===== src/rtl/spi_peripheral.sv =====
// spi_peripheral: write-only SPI mode-0 target holding the five PWM
// configuration registers. Pins are synchronised into clk, frames are
// shifted in while nCS is low and validated on the nCS rising edge.
module spi_peripheral #(
  parameter int         SYNC_STAGES = 2,
  parameter logic [6:0] MAX_ADDR    = 7'h04
) (
  input  logic       clk,
  input  logic       rst_n,
  input  logic       sclk,
  input  logic       ncs,
  input  logic       copi,
  output logic [7:0] en_reg_out_7_0,
  output logic [7:0] en_reg_out_15_8,
  output logic [7:0] en_reg_pwm_7_0,
  output logic [7:0] en_reg_pwm_15_8,
  output logic [7:0] pwm_duty_cycle,
  output logic       txn_done
);

  typedef enum logic [1:0] {
    ST_IDLE   = 2'd0,
    ST_SHIFT  = 2'd1,
    ST_COMMIT = 2'd2
  } state_t;

  // Bit counter saturates one past a full frame so over-long frames stay visible.
  localparam logic [4:0] CNT_FULL = 5'd16;
  localparam logic [4:0] CNT_SAT  = 5'd17;

  state_t                 r_state;
  state_t                 w_state_nxt;
  logic [SYNC_STAGES-1:0] r_sclk_sync;
  logic [SYNC_STAGES-1:0] r_ncs_sync;
  logic [SYNC_STAGES-1:0] r_copi_sync;
  logic                   r_sclk_prev;
  logic                   r_ncs_prev;
  logic [15:0]            r_shift;
  logic [15:0]            w_shift_nxt;
  logic [4:0]             r_cnt;
  logic [4:0]             w_cnt_nxt;
  logic                   w_commit;
  logic [7:0]             r_reg_out_lo;
  logic [7:0]             r_reg_out_hi;
  logic [7:0]             r_reg_pwm_lo;
  logic [7:0]             r_reg_pwm_hi;
  logic [7:0]             r_reg_duty;
  logic                   r_txn_done;

  logic       w_sclk_cur;
  logic       w_ncs_cur;
  logic       w_copi_cur;
  logic       w_sclk_rise;
  logic       w_ncs_fall;
  logic       w_ncs_rise;
  logic [6:0] w_addr;
  logic [7:0] w_data;

  assign w_sclk_cur  = r_sclk_sync[SYNC_STAGES-1];
  assign w_ncs_cur   = r_ncs_sync[SYNC_STAGES-1];
  assign w_copi_cur  = r_copi_sync[SYNC_STAGES-1];
  assign w_sclk_rise = w_sclk_cur & ~r_sclk_prev;
  assign w_ncs_fall  = ~w_ncs_cur & r_ncs_prev;
  assign w_ncs_rise  = w_ncs_cur & ~r_ncs_prev;
  assign w_addr      = r_shift[14:8];
  assign w_data      = r_shift[7:0];

  // Synchronise the three SPI pins and keep one delayed copy of SCLK/nCS for edge detection.
  always_ff @(posedge clk or negedge rst_n) begin
    if (!rst_n) begin
      r_sclk_sync <= '0;
      r_ncs_sync  <= '1;
      r_copi_sync <= '0;
      r_sclk_prev <= 1'b0;
      r_ncs_prev  <= 1'b1;
    end else begin
      r_sclk_sync <= {r_sclk_sync[SYNC_STAGES-2:0], sclk};
      r_ncs_sync  <= {r_ncs_sync[SYNC_STAGES-2:0], ncs};
      r_copi_sync <= {r_copi_sync[SYNC_STAGES-2:0], copi};
      r_sclk_prev <= w_sclk_cur;
      r_ncs_prev  <= w_ncs_cur;
    end
  end

  // FSM state, shift register and bit counter.
  always_ff @(posedge clk or negedge rst_n) begin
    if (!rst_n) begin
      r_state <= ST_IDLE;
      r_shift <= 16'h0000;
      r_cnt   <= 5'd0;
    end else begin
      r_state <= w_state_nxt;
      r_shift <= w_shift_nxt;
      r_cnt   <= w_cnt_nxt;
    end
  end

  // Next-state, shift/count update and frame validation.
  always_comb begin
    w_state_nxt = r_state;
    w_shift_nxt = r_shift;
    w_cnt_nxt   = r_cnt;
    w_commit    = 1'b0;
    case (r_state)
      ST_IDLE: begin
        w_cnt_nxt = 5'd0;
        if (w_ncs_fall) begin
          w_state_nxt = ST_SHIFT;
          w_shift_nxt = 16'h0000;
        end else begin
          w_state_nxt = ST_IDLE;
        end
      end
      ST_SHIFT: begin
        if (w_ncs_rise) begin
          w_state_nxt = ST_COMMIT;
        end else if (w_sclk_rise && !w_ncs_cur) begin
          w_shift_nxt = {r_shift[14:0], w_copi_cur};
          if (r_cnt != CNT_SAT) begin
            w_cnt_nxt = r_cnt + 5'd1;
          end else begin
            w_cnt_nxt = r_cnt;
          end
        end else begin
          w_state_nxt = ST_SHIFT;
        end
      end
      ST_COMMIT: begin
        w_state_nxt = ST_IDLE;
        w_commit    = (r_cnt == CNT_FULL) && r_shift[15] && (w_addr <= MAX_ADDR);
      end
      default: begin
        w_state_nxt = ST_IDLE;
      end
    endcase
  end

  // Configuration registers and the one-cycle commit pulse.
  always_ff @(posedge clk or negedge rst_n) begin
    if (!rst_n) begin
      r_reg_out_lo <= 8'h00;
      r_reg_out_hi <= 8'h00;
      r_reg_pwm_lo <= 8'h00;
      r_reg_pwm_hi <= 8'h00;
      r_reg_duty   <= 8'h00;
      r_txn_done   <= 1'b0;
    end else begin
      r_txn_done <= w_commit;
      if (w_commit) begin
        case (w_addr)
          7'h00:   r_reg_out_lo <= w_data;
          7'h01:   r_reg_out_hi <= w_data;
          7'h02:   r_reg_pwm_lo <= w_data;
          7'h03:   r_reg_pwm_hi <= w_data;
          7'h04:   r_reg_duty   <= w_data;
          default: r_reg_duty   <= r_reg_duty;
        endcase
      end
    end
  end

  assign en_reg_out_7_0  = r_reg_out_lo;
  assign en_reg_out_15_8 = r_reg_out_hi;
  assign en_reg_pwm_7_0  = r_reg_pwm_lo;
  assign en_reg_pwm_15_8 = r_reg_pwm_hi;
  assign pwm_duty_cycle  = r_reg_duty;
  assign txn_done        = r_txn_done;

endmodule


===== config.mk =====
export PLATFORM = sky130hd
export DESIGN_NAME = spi_peripheral
export DESIGN_NICKNAME = d
export VERILOG_FILES = /design/src/rtl/spi_peripheral.sv
export SDC_FILE = /design/constraint.sdc
export NUM_CORES = 1
export LEC_CHECK = 0
export ABC_AREA = 0
export CAP_MARGIN = 20
export CORE_ASPECT_RATIO = 1.4
export CORE_MARGIN = 2
export CORE_UTILIZATION = 53
export CTS_CLUSTER_DIAMETER = 100
export DETAILED_ROUTE_END_ITERATION = 8
export GPL_TIMING_DRIVEN = 0
export PLACE_DENSITY = 0.88
export SETUP_SLACK_MARGIN = 0.05
export SYNTH_ARGS = -nofsm -noshare
export SYNTH_HDL_FRONTEND = slang
export SYNTH_SLANG_ARGS = --single-unit

===== constraint.sdc =====
create_clock -name clk -period 1.9 [get_ports clk]
set_input_delay 0.38 -clock clk [delete_from_list [all_inputs] [get_ports clk]]
set_output_delay 0.38 -clock clk [all_outputs]
set_load 0.01 [all_outputs]

---- Word-level counts from Yosys, hierarchy flattened ----
Index checks and enable logic that the tools add are counted.
operators by class
  reductions and logical operators ........ 14
  $add $sub $neg .......................... 1
  equal/unequal tests ..................... 13
  muxes and demuxes ....................... 13
  bitwise gates (word level) .............. 6
  order comparisons ....................... 1
operator list
  operator                                                                          count
  16-bit 2-to-1 mux                                                                 3
  16-bit case mux with 2 select lines                                               1
  5-bit 2-to-1 mux                                                                  3
  7-bit by 2-bit equality test with 1-bit output, second input constant             2
  5-bit case mux with 2 select lines                                                1
  2-bit AND reduction                                                               5
  2-bit != test, second input constant                                              4
  4-bit AND reduction                                                               2
  7-bit by 1-bit equality test with 1-bit output, second input constant             1
  7-bit by 3-bit equality test with 1-bit output, second input constant             1
  7-bit by 3-bit less-or-equal comparator with 1-bit output, second input constant  1
  7-bit zero test                                                                   1
  5-bit by 1-bit adder with 5-bit output, second input constant                     1
  5-bit equality test, second input constant                                        1
  5-bit != test, second input constant                                              1
  2-bit 2-to-1 mux                                                                  2
  2-bit case mux with 2 select lines                                                1
  1-bit AND                                                                         3
  1-bit logical AND                                                                 3
  3-bit != test, second input constant                                              1
  1-bit inverter                                                                    3
  2-bit by 1-bit equality test with 1-bit output, second input constant             1
  2-bit equality test, second input constant                                        1
  2-bit zero test                                                                   1
  other kinds (3)                                                                   4
word-level totals
  input port bits ......................... 5
  bits in registers ....................... 72
  word-level logic and storage cells ...... 62
  output and inout port bits .............. 41

---- Depth between registers and ports, before layout ----
Gate-level depths: netlist of run 1.
  depth in word-level cells ............... 6
  gate-level depth with buffers ........... 5
  mapped depth without buffers ............ 5

---- Least setup slack after synthesis of run 1 ----
OpenSTA, ideal clock, no wires.
  kind .................................... reg2reg
  start point ............................. reg r_cnt[0]
  end point ............................... reg r_reg_out_hi[0] (netlist: en_reg_out_15_8[0])
  period minus slack after synthesis ...... 1,700 ps
  stages on the path, launching flop included .. 6
  required time ........................... 1,775 ps
  data arrival time ....................... 1,576 ps
  path slack .............................. 200 ps
  path buffers ............................ 0
  cell sequence ........................... dfrtp_1 inv_1 ha_1 nor4b_4 nand4_2 mux2_2
on the way
  cells in the longest elaborated chain, start to end .. 5
RTL lines
  what                                  RTL line  RTL
  start: declaration                    40        logic [4:0] r_cnt;
  start signal: assignment              94        r_cnt <= w_cnt_nxt;
  5-bit equality test                   130       w_commit = (r_cnt == CNT_FULL) && r_shift[15] && (w_addr <= MAX_ADDR);
  1-bit logical AND (2 in a row)        130
  1-bit 2-to-1 mux                      104       case (r_state)
  2-bit AND reduction (no source line)  -
  end signal: assignment                152       7'h01: r_reg_out_hi <= w_data;
  end: declaration                      44        logic [7:0] r_reg_out_hi;
Every way passes these cells.
A chain may end at the register's enable or synchronous reset.

---- Final worst setup path of run 1 ----
  start point ............................. reg r_shift[10]
  end point ............................... reg r_reg_out_lo[2] (netlist: en_reg_out_7_0[2])
on the way
  cells in the longest elaborated chain, start to end .. 4
  elaborated cells between the ends (all ways) .. 5
RTL lines
  what                                                       RTL line  RTL
  start: declaration                                         38        logic [15:0] r_shift;
  start signal: assignment                                   93        r_shift <= w_shift_nxt;
  7-bit by 3-bit less-or-equal comparator with 1-bit output  130
  1-bit logical AND                                          130
  1-bit 2-to-1 mux                                           104
  2-bit AND reduction (no source line) (*)                   -
  end signal: assignment                                     151       7'h00: r_reg_out_lo <= w_data;
  end: declaration                                           43        logic [7:0] r_reg_out_lo;
Every way passes the cells marked *; elsewhere a longest branch is shown, timed or not.

==> results of run 1 <==
## metal layers
metal  up-vias  GRT usage  wire, um
met1       995      0.278      2550
met4         0      0.132       221
met2        52      0.359      3360
met5         -          0         0
li1        900          -         -
met3        20     0.0481       251
## stage by stage
step           std cells  setup WS [ps]  hold slack [ps]  total power, mW  setup TNS [ps]
2_1_floorplan        220            200             84.4             1.73               0
3_3_place_gp         333          -1870              331             1.80         -135160
3_5_place_dp         333           -154              337             1.80           -5200
4_1_cts              349           60.9              184             3.00               0
5_1_grt              358          -57.1              230             3.11            -351
6_report             358           53.9              153             2.99               0
## state kept, by name, summed over array words and instances (netlist names), 2 cells and up
name	flops
en_reg_out_15_8	8
en_reg_out_7_0	8
en_reg_pwm_15_8	8
en_reg_pwm_7_0	8
pwm_duty_cycle	8
r_cnt	5
r_copi_sync	2
r_ncs_sync	2
r_sclk_sync	2
r_shift	16
r_state	2
## cell type report
| type | instances | area [um2] | share of cell area |
|---|---|---|---|
| plain buffers | 7 | 42.5 | 0.0109 |
| clock buffers | 10 | 138 | 0.0352 |
| clock inverters | 5 | 57.6 | 0.0147 |
| inverters | 19 | 71.3 | 0.0182 |
| multi-input cells | 122 | 1170 | 0.300 |
| flip-flops and latches | 72 | 1810 | 0.462 |
| well taps | 68 | 85.1 | 0.0218 |
| repair buffers | 55 | 536 | 0.137 |
## final timing paths
path	startpoint	slack, ps	end
worst max-delay path	r_shift[10]	50	en_reg_out_7_0[2]
worst min-delay path	rst_n	150	r_sclk_sync[1]
worst max register to register	r_shift[10]	50	en_reg_out_7_0[2]
worst min register to register	r_copi_sync[0]	350	r_copi_sync[1]
max in group asynchronous	rst_n	1140	r_cnt[0]
min in group clk	r_copi_sync[0]	350	r_copi_sync[1]
## kinds of logic after synthesis
kind of cell / count (synthesis)
mux: 58
simple gates: 47
flops: 72
compound gates: 14
buf+inv: 26
fa+ha+maj: 3
## critical path: cells and delay by family, from the launching register on
| family | cells | cell delay (ps) |
|---|---|---|
| and+or+nand+nor | 2 | 910 |
| DFF | 1 | 470 |
| muxes | 1 | 350 |
## power by group through the flow
stage / Clock, mW / Combinational [mW] / Sequential (mW)
after floorplan: 0 / 0.108 / 1.62
after global placement: 0 / 0.162 / 1.64
after detailed placement: 0 / 0.166 / 1.64
after CTS: 1.20 / 0.186 / 1.61
after global routing: 1.27 / 0.226 / 1.61
final: 1.18 / 0.205 / 1.61
## cell usage in the layout (no fill, tap or decap), types with 2 or more instances in the layout
cell	n
buf_4	11
clkbuf_1	3
clkbuf_8	10
clkdlybuf4s50_1	44
clkinvlp_4	3
dfrtp_1	68
dfstp_2	3
ha_1	3
inv_1	17
inv_2	2
mux2_2	39
mux2i_1	18
nand2_1	19
nand2b_1	3
nand4_1	2
nand4_4	5
nor4b_1	4
o21ai_0	7
o21bai_1	3
or4_1	2
## what timing repair did
action	in CTS	in global routing
endpoints found under the setup margin	42	51
buffers inserted	1	9
gates resized for setup	7	6
pin swaps	0	2
==> metrics.md, run 1 <==
| Metric | Value |
|---|---|
| Primary FF master, synth | `dfrtp_1` |
| Synthesized Nets | `228` |
| Number of distinct library cells after synthesis | `32` |
| Cell with the most instances after synthesis | `dfrtp_1` |
| Leak | `1.75 nW` |
| Number of nets in the layout | `294` |
| Clock latency on the worst-skew pair | `340 ps` |
| CTS Buf Count | `9` |
| DRT Pass-1 Iters | `4` |
| Leading area contributor after synthesis | `dfrtp_1` |
| P&R area growth vs syn | `29.3%` |
| HPWL after detailed placement | `3.91 mm` |
| Cells after Synth | `220` |
| Clock transition at path regs | `80 ps` |
| Port Buffers | `45` |
| Post-Synth Adder-Cell Area | `0.0124` |
| Crit. End Element | `register` |
| Total Wirelength | `6.39 mm` |
| Fmax | `542 MHz` |
| Net load switching power | `0.712 mW` |
| Area share of the largest cell type after synthesis | `0.571` |
| Worst path max stage delay | `610 ps` |
| Average vias per placed instance | `5.49` |
| Status | `complete, no violations` |
| Final setup violation count | `0` |
| Worst slew margin | `0.411` |
| Worst Path Arrival | `2070 ps` |
| Internal power | `2.28 mW` |
| ANT nets after route | `0` |
| Die Y | `93.4 um` |
| Critical Path Start Type | `register` |
| Finished Core Util | `0.708` |
| Post-synth ARST share | `1.00` |
| CTS Buffer Depth | `2` |
| Net Sw Frac | `0.238` |
| IO Pins | `46` |
| Post-Synthesis Cell Area | `3030 um2` |
| Mux contribution to synthesized area | `0.208` |
| Minimum period implied by the final worst setup slack | `1850 ps` |
| Grt total ovfl | `0` |
| Vias | `1,967` |
| Cell Pwr Density | `765 nW/um2` |
| Sequential area share after synthesis | `0.597` |
| Complex-gate fraction of the synthesized area | `0.0335` |
| Row count | `32` |
| Combinational Power Share | `0.068` |
| All-Layer GR Usage | `0.225` |
| First-pass GRT wire length | `10.3 mm` |
| Clock tree sinks | `72` |
| Die area | `6340 um2` |
| Syn_area_per_cell | `13.8 um2` |
| Starting DRT DRC Count | `125` |
| Filler cells | `360` |
| Worst Hold Class | `input pin to asynchronous set/reset pin` |
| CTS tree | `done` |
| Number of flops mapped to enable cells by yosys | `0` |
| Initial antenna violation count | `0` |
| Clk root buf | `clkbuf_8` |
| Layout cells sized above 1 | `0.307` |
| Die width | `67.9 um` |
| Vias in the first global route | `2,058` |
| Core box area | `5530 um2` |
| Slowest cell on crit path | `nor4_1` |
| Synth Area in XOR/XNOR | `0` |
| Diode count | `0` |
| Worst-path fanout max | `8` |
| Max_cap viols | `0` |
| #FFs+latches synth | `72` |
| DP Area | `3560 um2` |
| Reg2reg path depth | `3` |
| Worst Skew | `9.01 ps` |
| Yosys warning total | `0` |
| Post-Synth Simple-Gate Area | `0.112` |
| Final Hold Viols | `0` |
| Share of power burned in registers | `0.537` |
| CTS Hold Bufs | `0` |
| Clock group share of total power | `0.394` |
| Slew Viols, Final | `0` |
| Ordered cell list for the critical path | `nor4_1 -> nand4_4 -> mux2_2` |
| H-Tree Depth | `3` |
| Peak supply drop | `0.000542 V` |
| Gpl congestion | `0.761` |
| Post-synth top cells | `dfrtp_1, mux2_2, inv_1, nand2_1, mux2i_1` |
| Worst Tran Pin Value | `884 ps` |
| # DRC | `0` |
| Post-route clock period utilization | `0.972` |
| Average wire per standard cell | `17.9 um` |
| Fin area | `3910 um2` |
| Largest net degree at the start of global routing | `73` |
| Crit path kind | `register to register` |
| Main combinational cell family by area after synthesis | `multiplexers` |
| Req. time, crit path | `2130 ps` |
| Initial Utilization | `0.548` |
| Synth top area cells | `dfrtp_1, mux2_2, mux2i_1` |
Power figures use the tool's default switching activity.
==> inputs of run 2 (changes only) <==
--- a/config.mk
+++ b/config.mk
@@ -12,7 +12,6 @@
 export CORE_UTILIZATION = 53
 export CTS_CLUSTER_DIAMETER = 100
 export DETAILED_ROUTE_END_ITERATION = 8
-export GPL_TIMING_DRIVEN = 0
 export PLACE_DENSITY = 0.88
 export SETUP_SLACK_MARGIN = 0.05
 export SYNTH_ARGS = -nofsm -noshare
==> run 2 against run 1 <==
  * Utilization shrank 0.93 points
  * Routed wire length shrank 2.9%
  * Via count shrank 2.4%
  * Global-route usage shrank 0.61 points
==> metrics.md, run 2 (same netlist as run 1, synthesis figures left out) <==
| Metric | Value |
|---|---|
| Status | `complete, no violations` |
| Worst Skew | `8.40 ps (-0.606 ps)` |
| Cell Pwr Density | `753 nW/um2 (-1.6%)` |
| Worst-path fanout max | `8 (unchanged)` |
| Worst Tran Pin Value | `648 ps (-235 ps)` |
| Clock latency on the worst-skew pair | `350 ps (about the same)` |
| Clock tree sinks | `72 (unchanged)` |
| Largest net degree at the start of global routing | `73 (unchanged)` |
| All-Layer GR Usage | `0.219 (-0.00611)` |
| First-pass GRT wire length | `9.96 mm (-3.0%)` |
| Largest Register | `r_shift` |
| Crit. End Element | `register` |
| Max reg flops | `16 (unchanged)` |
| Die Y | `93.4 um (unchanged)` |
| M1 wire length | `2.50 mm (-2.2%)` |
| Initial antenna violation count | `0 (unchanged)` |
| Starting DRT DRC Count | `91 (-27%)` |
| Max layer used | `met4` |
| Port Buffers | `45 (unchanged)` |
| Commonest non-fill, non-tap cells in the layout | `dfrtp_1, clkdlybuf4s50_1, mux2_2` |
| Final Hold Viols | `0 (unchanged)` |
| Minimum period implied by the final worst setup slack | `1840 ps (-3.18 ps)` |
| Core box area | `5530 um2 (unchanged)` |
| Post-route clock period utilization | `0.970 (-0.00167)` |
| Peak supply drop | `0.000624 V (+15%)` |
| P&R area growth vs syn | `27.6%` |
| Average vias per placed instance | `5.45 (-0.78%)` |
| Leak | `1.73 nW (-1.4%)` |
| Layout cells sized above 1 | `0.289 (-0.0182)` |
| Vias in the first global route | `1,959 (-4.8%)` |
| Fmax | `543 MHz (+0.17%)` |
| Die area | `6340 um2 (unchanged)` |
| Grt total ovfl | `0 (unchanged)` |
| CTS Buffer Depth | `2 (unchanged)` |
| Row count | `32 (unchanged)` |
| Hold_ws | `42.5 ps (-110 ps)` |
| ANT nets after route | `0 (unchanged)` |
| Reg2reg path depth | `3 (unchanged)` |
| H-Tree Depth | `3 (unchanged)` |
| Max_cap viols | `0 (unchanged)` |
| Metal2 WL | `3.30 mm (-1.8%)` |
| Worst slew margin | `0.564 (+0.153)` |
| # DRC | `0 (unchanged)` |
| Setup tns final | `0 ps (unchanged)` |
| Worst Path Arrival | `2080 ps (about the same)` |
| Reg-to-reg setup timing slack | `60 ps (about the same)` |
| Final setup violation count | `0 (unchanged)` |
| Fin area | `3860 um2 (-1.3%)` |
| Gpl congestion | `0.824 (+8.2%)` |
| Reg2reg end | `en_reg_out_7_0[7]` |
| Crit path kind | `register to register` |
| Slew Viols, Final | `0 (unchanged)` |
| Diode count | `0 (unchanged)` |
| Total Wirelength | `6.20 mm (-2.9%)` |
| Clock transition at path regs | `70 ps (about the same)` |
| HPWL after detailed placement | `3.99 mm (+2.1%)` |
| Clk root buf | `clkbuf_8` |
| Met3 wire len | `253 um (+0.80%)` |
| Critical Path Start Type | `register` |
| Startpoint of the worst register-to-register path | `r_shift[10]` |
| IO Pins | `46 (unchanged)` |
| DP Area | `3600 um2 (+1.2%)` |
| DRT Pass-1 Iters | `4 (unchanged)` |
| Number of nets in the layout | `287 (-2.4%)` |
| Die width | `67.9 um (unchanged)` |
| Most common cell after layout, fill and taps aside | `dfrtp_1` |
| CTS Buf Count | `9 (unchanged)` |
| Worst Hold Class | `input pin to asynchronous set/reset pin` |
| Req. time, crit path | `2140 ps (about the same)` |
| Vias | `1,919 (-2.4%)` |
| CTS tree | `done` |
| Average wire per standard cell | `17.6 um (-1.3%)` |
| CTS Hold Bufs | `0 (unchanged)` |
| Initial Utilization | `0.548 (unchanged)` |
run 2: what timing repair did:
item,in CTS,in global routing
buffers inserted,2,0
gates resized for setup,3,5
setup endpoints to repair,40,20
run 2: worst max path at each step:
stage                                    end  depth (start not counted)        start
after floorplan           en_reg_out_15_8[0]                          5     r_cnt[0]
after global placement    en_reg_out_15_8[7]                          5     r_cnt[1]
after detailed placement  en_reg_out_15_8[7]                          5     r_cnt[1]
after CTS                  en_reg_pwm_7_0[0]                          6     r_cnt[1]
after global routing       en_reg_out_7_0[5]                          3  r_shift[10]
final                      en_reg_out_7_0[7]                          3  r_shift[10]
run 2: area by class of cell:
type	count	area, um2
sequential	72	1810
fill	372	1670
multi-input combinational	122	1160
timing repair buffer	55	549
clock buffer	12	155
tap	68	85.1
inverter	19	71.3
clock inverter	4	28.8
run 2: per-layer routing:
metal / global-route usage / up-vias
met5: 0 / -
met4: 0.112 / 0
met3: 0.0469 / 17
met2: 0.347 / 39
met1: 0.280 / 977
li1: - / 886
run 2: through the flow:
stage	instances	total power [mW]	utilization	worst slack (ps)
floorplan	220	1.73	-	200
global placement	334	1.81	0.652	-50.7
detailed placement	334	1.82	0.652	-167
CTS	352	2.91	0.692	69.8
global route	352	3.03	0.699	-43.5
finish	352	2.91	0.699	57.1
run 2: worst max-delay path, cell delays in order (launching register included):
cell and delay (ps):
dfrtp_1 470, nor4_1 630, nand4_4 290, mux2_2 340
run 2: where the power goes:
| group | total (mW) | internal (mW) | switching (mW) |
|---|---|---|---|
| registers | 1.60 | 1.56 | 0.0379 |
| clock network | 1.10 | 0.545 | 0.555 |
| logic | 0.205 | 0.0835 | 0.122 |
| total | 2.91 | 2.19 | 0.714 |
==> inputs of run 3 (changes only) <==
--- a/config.mk
+++ b/config.mk
@@ -12,7 +12,7 @@
 export CORE_UTILIZATION = 53
 export CTS_CLUSTER_DIAMETER = 100
 export DETAILED_ROUTE_END_ITERATION = 8
-export PLACE_DENSITY = 0.88
+export PLACE_DENSITY = 0.79
 export SETUP_SLACK_MARGIN = 0.05
 export SYNTH_ARGS = -nofsm -noshare
 export SYNTH_HDL_FRONTEND = slang
==> run 3 against run 2 <==
  * Cell count is 1.1% higher
  * Clock skew fell by 1.5 ps
  * Clock-buffer cell count grew 2
  * Critical path type unchanged
  * Critical endpoint is now en_reg_out_15_8[0]
  * Highest routed layer unchanged
==> metrics.md, run 3 (same netlist as run 1, synthesis figures left out) <==
| Metric | Value |
|---|---|
| Reg2reg end | `en_reg_out_15_8[0]` |
| Total Wirelength | `6.22 mm (+0.26%)` |
| Startpoint of the worst register-to-register path | `r_shift[10]` |
| Worst-path fanout max | `8 (unchanged)` |
| CTS Buffer Depth | `2 (unchanged)` |
| Hold path depth | `0` |
| Setup WS post-layout | `138 ps (+81.3 ps)` |
| Fmax | `568 MHz (+4.6%)` |
| Overall Power | `2.92 mW (+0.31%)` |
| Reg-to-reg setup timing slack | `140 ps (+80 ps)` |
| # DRC | `0 (unchanged)` |
| Die Y | `93.4 um (unchanged)` |
| Clock tree sinks | `72 (unchanged)` |
| Final setup violation count | `0 (unchanged)` |
| Hold path startpoint | `r_copi_sync[0]` |
| Final Hold Viols | `0 (unchanged)` |
| Clock transition at path regs | `70 ps (about the same)` |
| Vias | `1,945 (+1.4%)` |
| RSZ-0062 raised after global routing | `no` |
| Clock latency on the worst-skew pair | `330 ps (-20 ps)` |
| Req. time, crit path | `2110 ps (-30 ps)` |
| Worst Path Arrival | `1980 ps (-100 ps)` |
| Leak | `1.75 nW (+1.4%)` |
| Grt total ovfl | `0 (unchanged)` |
| Worst Skew | `6.91 ps (-1.49 ps)` |
| Status | `complete, no violations` |
| ANT nets after route | `0 (unchanged)` |
| Worst slew margin | `0.646 (+0.0818)` |
| Initial antenna violation count | `0 (unchanged)` |
| Crit path kind | `register to register` |
| Max_cap viols | `0 (unchanged)` |
| Clk root buf | `clkbuf_8` |
| Peak supply drop | `0.000701 V (+12%)` |
| Average vias per placed instance | `5.46 (+0.22%)` |
| First-pass GRT wire length | `10.0 mm (+0.42%)` |
| DRT Pass-1 Iters | `4 (unchanged)` |
| Core box area | `5530 um2 (unchanged)` |
| Gpl congestion | `0.752 (-8.7%)` |
| CTS tree | `done` |
| IO Pins | `46 (unchanged)` |
| Worst slack, placed | `-64.8 ps (+102 ps)` |
| Largest net degree at the start of global routing | `38 (-48%)` |
| Post-route clock period utilization | `0.927 (-0.0428)` |
| Die area | `6340 um2 (unchanged)` |
| All-Layer GR Usage | `0.219 (about the same)` |
| Row count | `32 (unchanged)` |
| Average wire per standard cell | `17.5 um (-0.87%)` |
| Critical Path Start Type | `register` |
| Max reg flops | `16 (unchanged)` |
| Diode count | `0 (unchanged)` |
| Reg2reg path depth | `3 (unchanged)` |
| Crit. End Element | `register` |
| Hold_ws | `352 ps (+309 ps)` |
| Port Buffers | `45 (unchanged)` |
| Commonest non-fill, non-tap cells in the layout | `dfrtp_1, clkdlybuf4s50_1, mux2_2` |
| Minimum period implied by the final worst setup slack | `1760 ps (-81.3 ps)` |
| Layout cells sized above 1 | `0.288 (-0.000538)` |
| Die width | `67.9 um (unchanged)` |
| Vias in the first global route | `2,058 (+5.1%)` |
| Cell Pwr Density | `750 nW/um2 (-0.40%)` |
| HPWL after detailed placement | `4.29 mm (+7.4%)` |
| Hold endpoint | `r_copi_sync[1]` |
| P&R area growth vs syn | `28.5%` |
| Number of nets in the layout | `291 (+1.4%)` |
| Starting DRT DRC Count | `73 (-20%)` |
| Worst Tran Pin Value | `524 ps (-124 ps)` |
| CTS Buf Count | `9 (unchanged)` |
| Worst Hold Class | `register to register` |
| Slew Viols, Final | `0 (unchanged)` |
| Most common cell after layout, fill and taps aside | `dfrtp_1` |
| Largest Register | `r_shift` |
| H-Tree Depth | `3 (unchanged)` |
| Initial Utilization | `0.548 (unchanged)` |
## run 3: area by class of cell
type	instances	area (um2)
clock buffers	14	173
flip-flops and latches	72	1810
inverters	19	71.3
multi-input cells	122	1160
well taps	68	85.1
clock inverters	2	12.5
repair buffers	59	582
fillers	390	1640
## run 3: critical path, cell delays in order, from the launching register on
cell and delay [ps]:
dfrtp_1 480, nor4b_1 550, nand4_4 270, mux2_2 340
## run 3: repair_timing
| item | 4_1_cts | 5_1_grt |
|---|---|---|
| resized for setup | 4 | 3 |
| gates cloned | 0 | 0 |
| endpoints found under the hold margin | 14 | 0 |
| setup buffers | 1 | 0 |
| hold buffers | 1 | 0 |
| endpoints found under the setup margin | 40 | 16 |
## run 3: worst max-delay path by stage
stage,start,end,depth (start not counted)
2_1_floorplan,r_cnt[0],en_reg_out_15_8[0],5
3_3_place_gp,r_shift[11],en_reg_pwm_7_0[0],3
3_5_place_dp,r_cnt[1],en_reg_pwm_7_0[3],5
4_1_cts,r_cnt[1],en_reg_pwm_15_8[3],6
5_1_grt,r_shift[10],en_reg_out_15_8[0],3
6_report,r_shift[10],en_reg_out_15_8[0],3
## run 3: stage by stage
step / instance area (um2) / utilization / TNS [ps] / std cells
floorplan: 3030 / - / 0 / 220
global placement: 3630 / 0.657 / -193 / 338
detailed placement: 3630 / 0.657 / -1090 / 338
CTS: 3870 / 0.700 / 0 / 356
global route: 3890 / 0.704 / 0 / 356
finish: 3890 / 0.704 / 0 / 356
## run 3: layer usage
layer  share of wire  GRT usage  vias up
met1            0.41      0.261     1015
met5               0          0        -
met2            0.54      0.373       37
li1                -          -      891
met3           0.036     0.0590        2
met4          0.0061     0.0800        0
## run 3: power by group
group | internal [mW] | total [mW] | switching, mW
clock network | 0.580 | 1.10 | 0.522
registers | 1.57 | 1.60 | 0.0379
logic | 0.0872 | 0.211 | 0.124
==> patch 1, RTL diff (flow settings as in run 1) <==
Compare `r_cnt` against `CNT_FULL` with >= in place of ==.
--- a/src/rtl/spi_peripheral.sv
+++ b/src/rtl/spi_peripheral.sv
@@ -127,7 +127,7 @@
       end
       ST_COMMIT: begin
         w_state_nxt = ST_IDLE;
-        w_commit    = (r_cnt == CNT_FULL) && r_shift[15] && (w_addr <= MAX_ADDR);
+        w_commit    = (r_cnt >= CNT_FULL) && r_shift[15] && (w_addr <= MAX_ADDR);
       end
       default: begin
         w_state_nxt = ST_IDLE;
Behaviour: same outputs for any inputs over 10 cycles, from zero or initial values and one cycle with rst_n low; that may be too few to reach the edited logic, so the function may still have changed.
==> patch 1 against run 1 <==
Highest routed layer unchanged. Total power increased by 11%. Count of clock-buffer cells in the layout increased by 1. Design area decreased by 7.7%. Fmax decreased by 2.2%. Combinational power decreased by 31%. Sequential share of layout area increased by 3.8 points. Setup slack got worse by 0.041 ns. Routed wire length decreased by 12%. Area after synthesis decreased by 7.4%. Sequential cell count unchanged. Non-clock buffer count decreased by 9.
==> patch 1: results (changes against run 1) <==
| Metric | Value |
|---|---|
| Proportion of power drawn by the clock network | 47.4% (+8.0 points) |
| Count of non-CTS buffers in the layout | 53 (-15%) |
| Status | finished clean |
| Share of final layout cell area taken by clock buffers and inverters | 7.21% (+2.2 points) |
| Critical path capture point | en_reg_pwm_15_8[0] |
| Nets in the synthesized netlist | 192 (-16%) |
| Final hold slack | 0.119 ns (-0.0337 ns) |
| Mean Syn Cell Area | 15.1 µm² (+10%) |
| Ratio of cells with drive above 1 in the final layout | 29.0% (-1.7 points) |
| Mean number of vias per cell | 5.58 (+1.6%) |
| RePlAce Congestion | 0.743 (-2.4%) |
| Number of clock buffer instances in the layout | 11 (+1) |
| HPWL after detailed placement | 3510 µm (-10%) |
| Number of filler instances in the final layout | 364 (+1.1%) |
| Commonest cells in the netlist | sky130_fd_sc_hd__dfrtp_1, sky130_fd_sc_hd__mux2_2, sky130_fd_sc_hd__a22o_1 |
| Routed metal-1 wire length | 2340 µm (-8.5%) |
| Largest cells by area after synthesis | sky130_fd_sc_hd__dfrtp_1, sky130_fd_sc_hd__mux2_2, sky130_fd_sc_hd__a22o_1 |
| Cell count after placement | 296 (-11%) |
| Slack of the worst reg-to-reg path | 0.01 ns (-0.04 ns) |
| Fraction of standard cell area that is sequential | 50.0% (+3.8 points) |
| Final core utilization | 70.5% (-0.31 points) |
| # nets final | 250 (-15%) |
| Final period util | 99.3% (+2.2 points) |
| Worst setup skew after layout | 0.00800 ns (-0.00101 ns) |
| Cell with the largest stage delay on the worst path | sky130_fd_sc_hd__dfrtp_1 |
| Routing usage on met2 | 32.3% (-3.6 points) |
| Worst slew margin relative to its limit | 42.2% (+1.2 points) |
| Number of global-route vias before repair | 1806 (-12%) |
| Distinct cell type count of the synthesized netlist | 32 (unchanged) |
| Total Routed Length | 5600 µm (-12%) |
| Total Routing Usage GR | 21.3% (-1.2 points) |
| First-pass GRT wire length | 9290 µm (-9.5%) |
| Standard cell area after detailed placement | 0.00333 mm² (-6.3%) |
| Footprint of the multi-input gates | 961 µm² (-18%) |
| Clock Sink Count | 72 (unchanged) |
| Inverters | 2 (-17) |
| Detail Route met3 WL | 294 µm (+17%) |
| CP Data Arrival Time | 2.12 ns (+0.05 ns) |
| Power share of the sequential group | 48.4% (-5.3 points) |
| Sequential share of the synthesized area | 64.4% (+4.7 points) |
| Total core area | 0.00512 mm² (-7.3%) |
| Final non-clock buffer share | 13.6% (-1.2 points) |
| Average wire per cell in the routed design | 17.8 µm (-0.15%) |
| Pre-CTS worst setup slack | 0.0722 ns (+0.226 ns) |
| Largest incremental delay on the critical path | 0.47 ns (-0.14 ns) |
| Highest ir drop seen on vdd | 934 µV (+72%) |
==> patch 1: cell types whose count changed in the layout (fill, tap and decap cells not counted), moves of 4 or more <==
cell and change:
sky130_fd_sc_hd__nand4_4 -5, sky130_fd_sc_hd__buf_4 -8, sky130_fd_sc_hd__nor3_1 +4, sky130_fd_sc_hd__buf_2 +4, sky130_fd_sc_hd__inv_1 -15, sky130_fd_sc_hd__mux2i_1 -18, sky130_fd_sc_hd__a22o_1 +16, sky130_fd_sc_hd__nand2_1 -13
sky130_fd_sc_hd__nor4b_1 -4
==> patch 1: logic make-up (layout without fill, tap and decap cells) <==
logic type,Yosys count,in the layout,synth area share [%]
AND/OR/NAND/NOR,36,36,9.73
buffers and inverters,8,71,1.29
flip-flops,72,72,64.4
adder cells (fa/ha/maj),2,2,0.893
AO/OA/AOI/OAI,27,27,7.59
multiplexers,40,40,16.1
==> patch 1: repair_timing <==
action / 4_1_cts / 5_1_grt
buffers inserted: 0 / 2
endpoints found under the setup margin: 8 / 39
resized for setup: 0 / 0
==> patch 2, RTL diff (flow settings as in run 1) <==
Without the edit above. Change the parameter `SYNC_STAGES` from 2 to 4.
--- a/src/rtl/spi_peripheral.sv
+++ b/src/rtl/spi_peripheral.sv
@@ -2,7 +2,7 @@
 // configuration registers. Pins are synchronised into clk, frames are
 // shifted in while nCS is low and validated on the nCS rising edge.
 module spi_peripheral #(
-  parameter int         SYNC_STAGES = 2,
+  parameter int         SYNC_STAGES = 4,
   parameter logic [6:0] MAX_ADDR    = 7'h04
 ) (
   input  logic       clk,
Behaviour: no difference found for any inputs over 10 cycles, from zero or initial values and one cycle with rst_n low; that may be too few to reach the edited logic, so the function may still have changed.
==> patch 2 against run 1 <==
Total power rose by 6.7%. Sequential cell count rose by 6. Area after synthesis rose by 2.2%. Setup slack improved by 0.029 ns. Routed wire length fell by 2.0%. Final cell count rose by 2.2%. Die area rose by 2.1%. Design area rose by 2.7%. Sequential power rose by 7%. Critical endpoint is now en_reg_pwm_7_0[4]. Largest power group unchanged.
==> patch 2: results (changes against run 1) <==
| Metric | Value |
|---|---|
| Fraction of synthesis flops using an asynchronous set or reset pin | 100% (unchanged) |
| Sw Ratio | 22.2% (-1.6 points) |
| Largest cells by area after synthesis | sky130_fd_sc_hd__dfrtp_1, sky130_fd_sc_hd__mux2_2, sky130_fd_sc_hd__dfstp_2 |
| Clock root buffer | sky130_fd_sc_hd__clkbuf_8 |
| IO buf count | 45 (unchanged) |
| Highest fanout seen on the critical path | 8 (unchanged) |
| Routed metal-1 wire length | 2600 µm (+1.8%) |
| Sequential share of the synthesized area | 63.3% (+3.6 points) |
| Clock Latency Late Sink | 0.34 ns (about the same) |
| RePlAce Congestion | 0.803 (+5.5%) |
| Number of buffers inserted by hold repair at cts | 1 (+1) |
| Routing usage on met2 | 34.4% (-1.5 points) |
| Total Routed Length | 6260 µm (-2.0%) |
| Number of antenna cells inserted | 0 (unchanged) |
| Clock slew at the register clock pins of the worst setup and hold paths | 0.08 ns (about the same) |
| Clock buffers created by TritonCTS | 9 (unchanged) |
| Setup fix buffers added after clock tree synthesis | 5 (+4) |
| Status | finished clean |
| Standard cell area after detailed placement | 0.00365 mm² (+2.7%) |
| Proportion of power drawn by the clock network | 41.2% (+1.8 points) |
| Slew at the pin with the worst max-slew slack | 0.505 ns (-0.378 ns) |
| Power drawn by the combinational cells | 0.159 mW (-22%) |
| Nets in the synthesized netlist | 235 (+3.1%) |
| Number of flip-flops in the largest register | 16 (unchanged) |
| CP Data Arrival Time | 2.05 ns (-0.02 ns) |
| Detail Route met3 WL | 230 µm (-8.4%) |
| Number of global-route vias before repair | 2127 (+3.4%) |
| DR vias | 2061 (+4.8%) |
| Static Leak | 1.82 nW (+4.0%) |
| Maximum number of pins on one net before global-route repair | 55 (-25%) |
| Post-cts sizing count | 9 (+2) |
| Met3 Resource Use GR | 4.65% (-0.17 points) |
| Ratio of cells with drive above 1 in the final layout | 30.2% (-0.49 points) |
| Clk buf depth | 2 (unchanged) |
| Drt initial violations | 91 (-27%) |
| # nets final | 301 (+2.4%) |
| Fraction of met1 tracks used by global routing | 28.7% (+0.94 points) |
| Met2 WL post-DR | 3300 µm (-2.0%) |
| Worst setup skew after layout | 0.00661 ns (-0.00240 ns) |
| First-pass GRT wire length | 10400 µm (+1.1%) |
| Highest ir drop seen on vdd | 663 µV (+22%) |
| Total Routing Usage GR | 22.1% (-0.46 points) |
| Highest metal layer used by the detailed router | met4 |
| Type of the worst min-delay path | reg -> reg |
| HPWL after detailed placement | 3930 µm (+0.68%) |
| Commonest cells in the netlist | sky130_fd_sc_hd__dfrtp_1, sky130_fd_sc_hd__mux2_2, sky130_fd_sc_hd__o21ai_0 |
| Number of antenna violations at the first check in global routing | 0 (unchanged) |
==> patch 2: per-stage QoR <==
stage / std cells / total power [mW] / util (%) / setup TNS (ns) / worst slack, ns
finish: 366 / 3.19 / 72.2 / 0 / 0.0825
global route: 366 / 3.31 / 72.2 / 0 / 0.0285
CTS: 363 / 3.21 / 71.4 / 0 / 0.0550
detailed placement: 341 / 1.89 / 65.6 / -3.49 / -0.120
global placement: 340 / 1.87 / 65.2 / -158.85 / -2.07
floorplan: 227 / 1.81 / - / 0 / 0.219
==> patch 2: worst paths after layout <==
path,startpoint,slack (ns),depth (start not counted),end
min in group asynchronous,rst_n,0.49,2,r_sclk_sync[3]
max in group asynchronous,rst_n,0.81,3,r_ncs_sync[0]
setup / recovery,r_shift[12],0.08,4,en_reg_pwm_7_0[4]
hold reg to reg,r_sclk_sync[1],0.35,0,r_sclk_sync[2]
hold / removal,r_sclk_sync[1],0.35,0,r_sclk_sync[2]
setup reg to reg,r_shift[12],0.08,4,en_reg_pwm_7_0[4]
==> patch 2: area by class of cell <==
cell class              count  area (µm²)
clock buffers              10         128
clock inverters             6        86.3
plain buffers              10        45.0
fillers                   356        1550
well taps                  68        85.1
repair buffers             56         553
inverters                   4        15.0
multi-input cells         134        1150
flip-flops and latches     78        1960
==> patch 2: kinds of logic (layout without fill, tap and decap cells) <==
group	after synthesis	after routing	synth area share, %
flops	78	78	63.3
simple gates	60	60	13.2
mux	42	42	15.2
compound gates	29	29	5.06
buf+inv	15	86	1.98
fa+ha+maj	3	3	1.21
==> patch 2: worst max-delay path, stage by stage (launching register included) <==
cell and delay, ns:
sky130_fd_sc_hd__dfrtp_1 0.41, sky130_fd_sc_hd__nor4bb_1 0.33, sky130_fd_sc_hd__buf_2 0.33, sky130_fd_sc_hd__nand4_4 0.27
sky130_fd_sc_hd__mux2_4 0.37
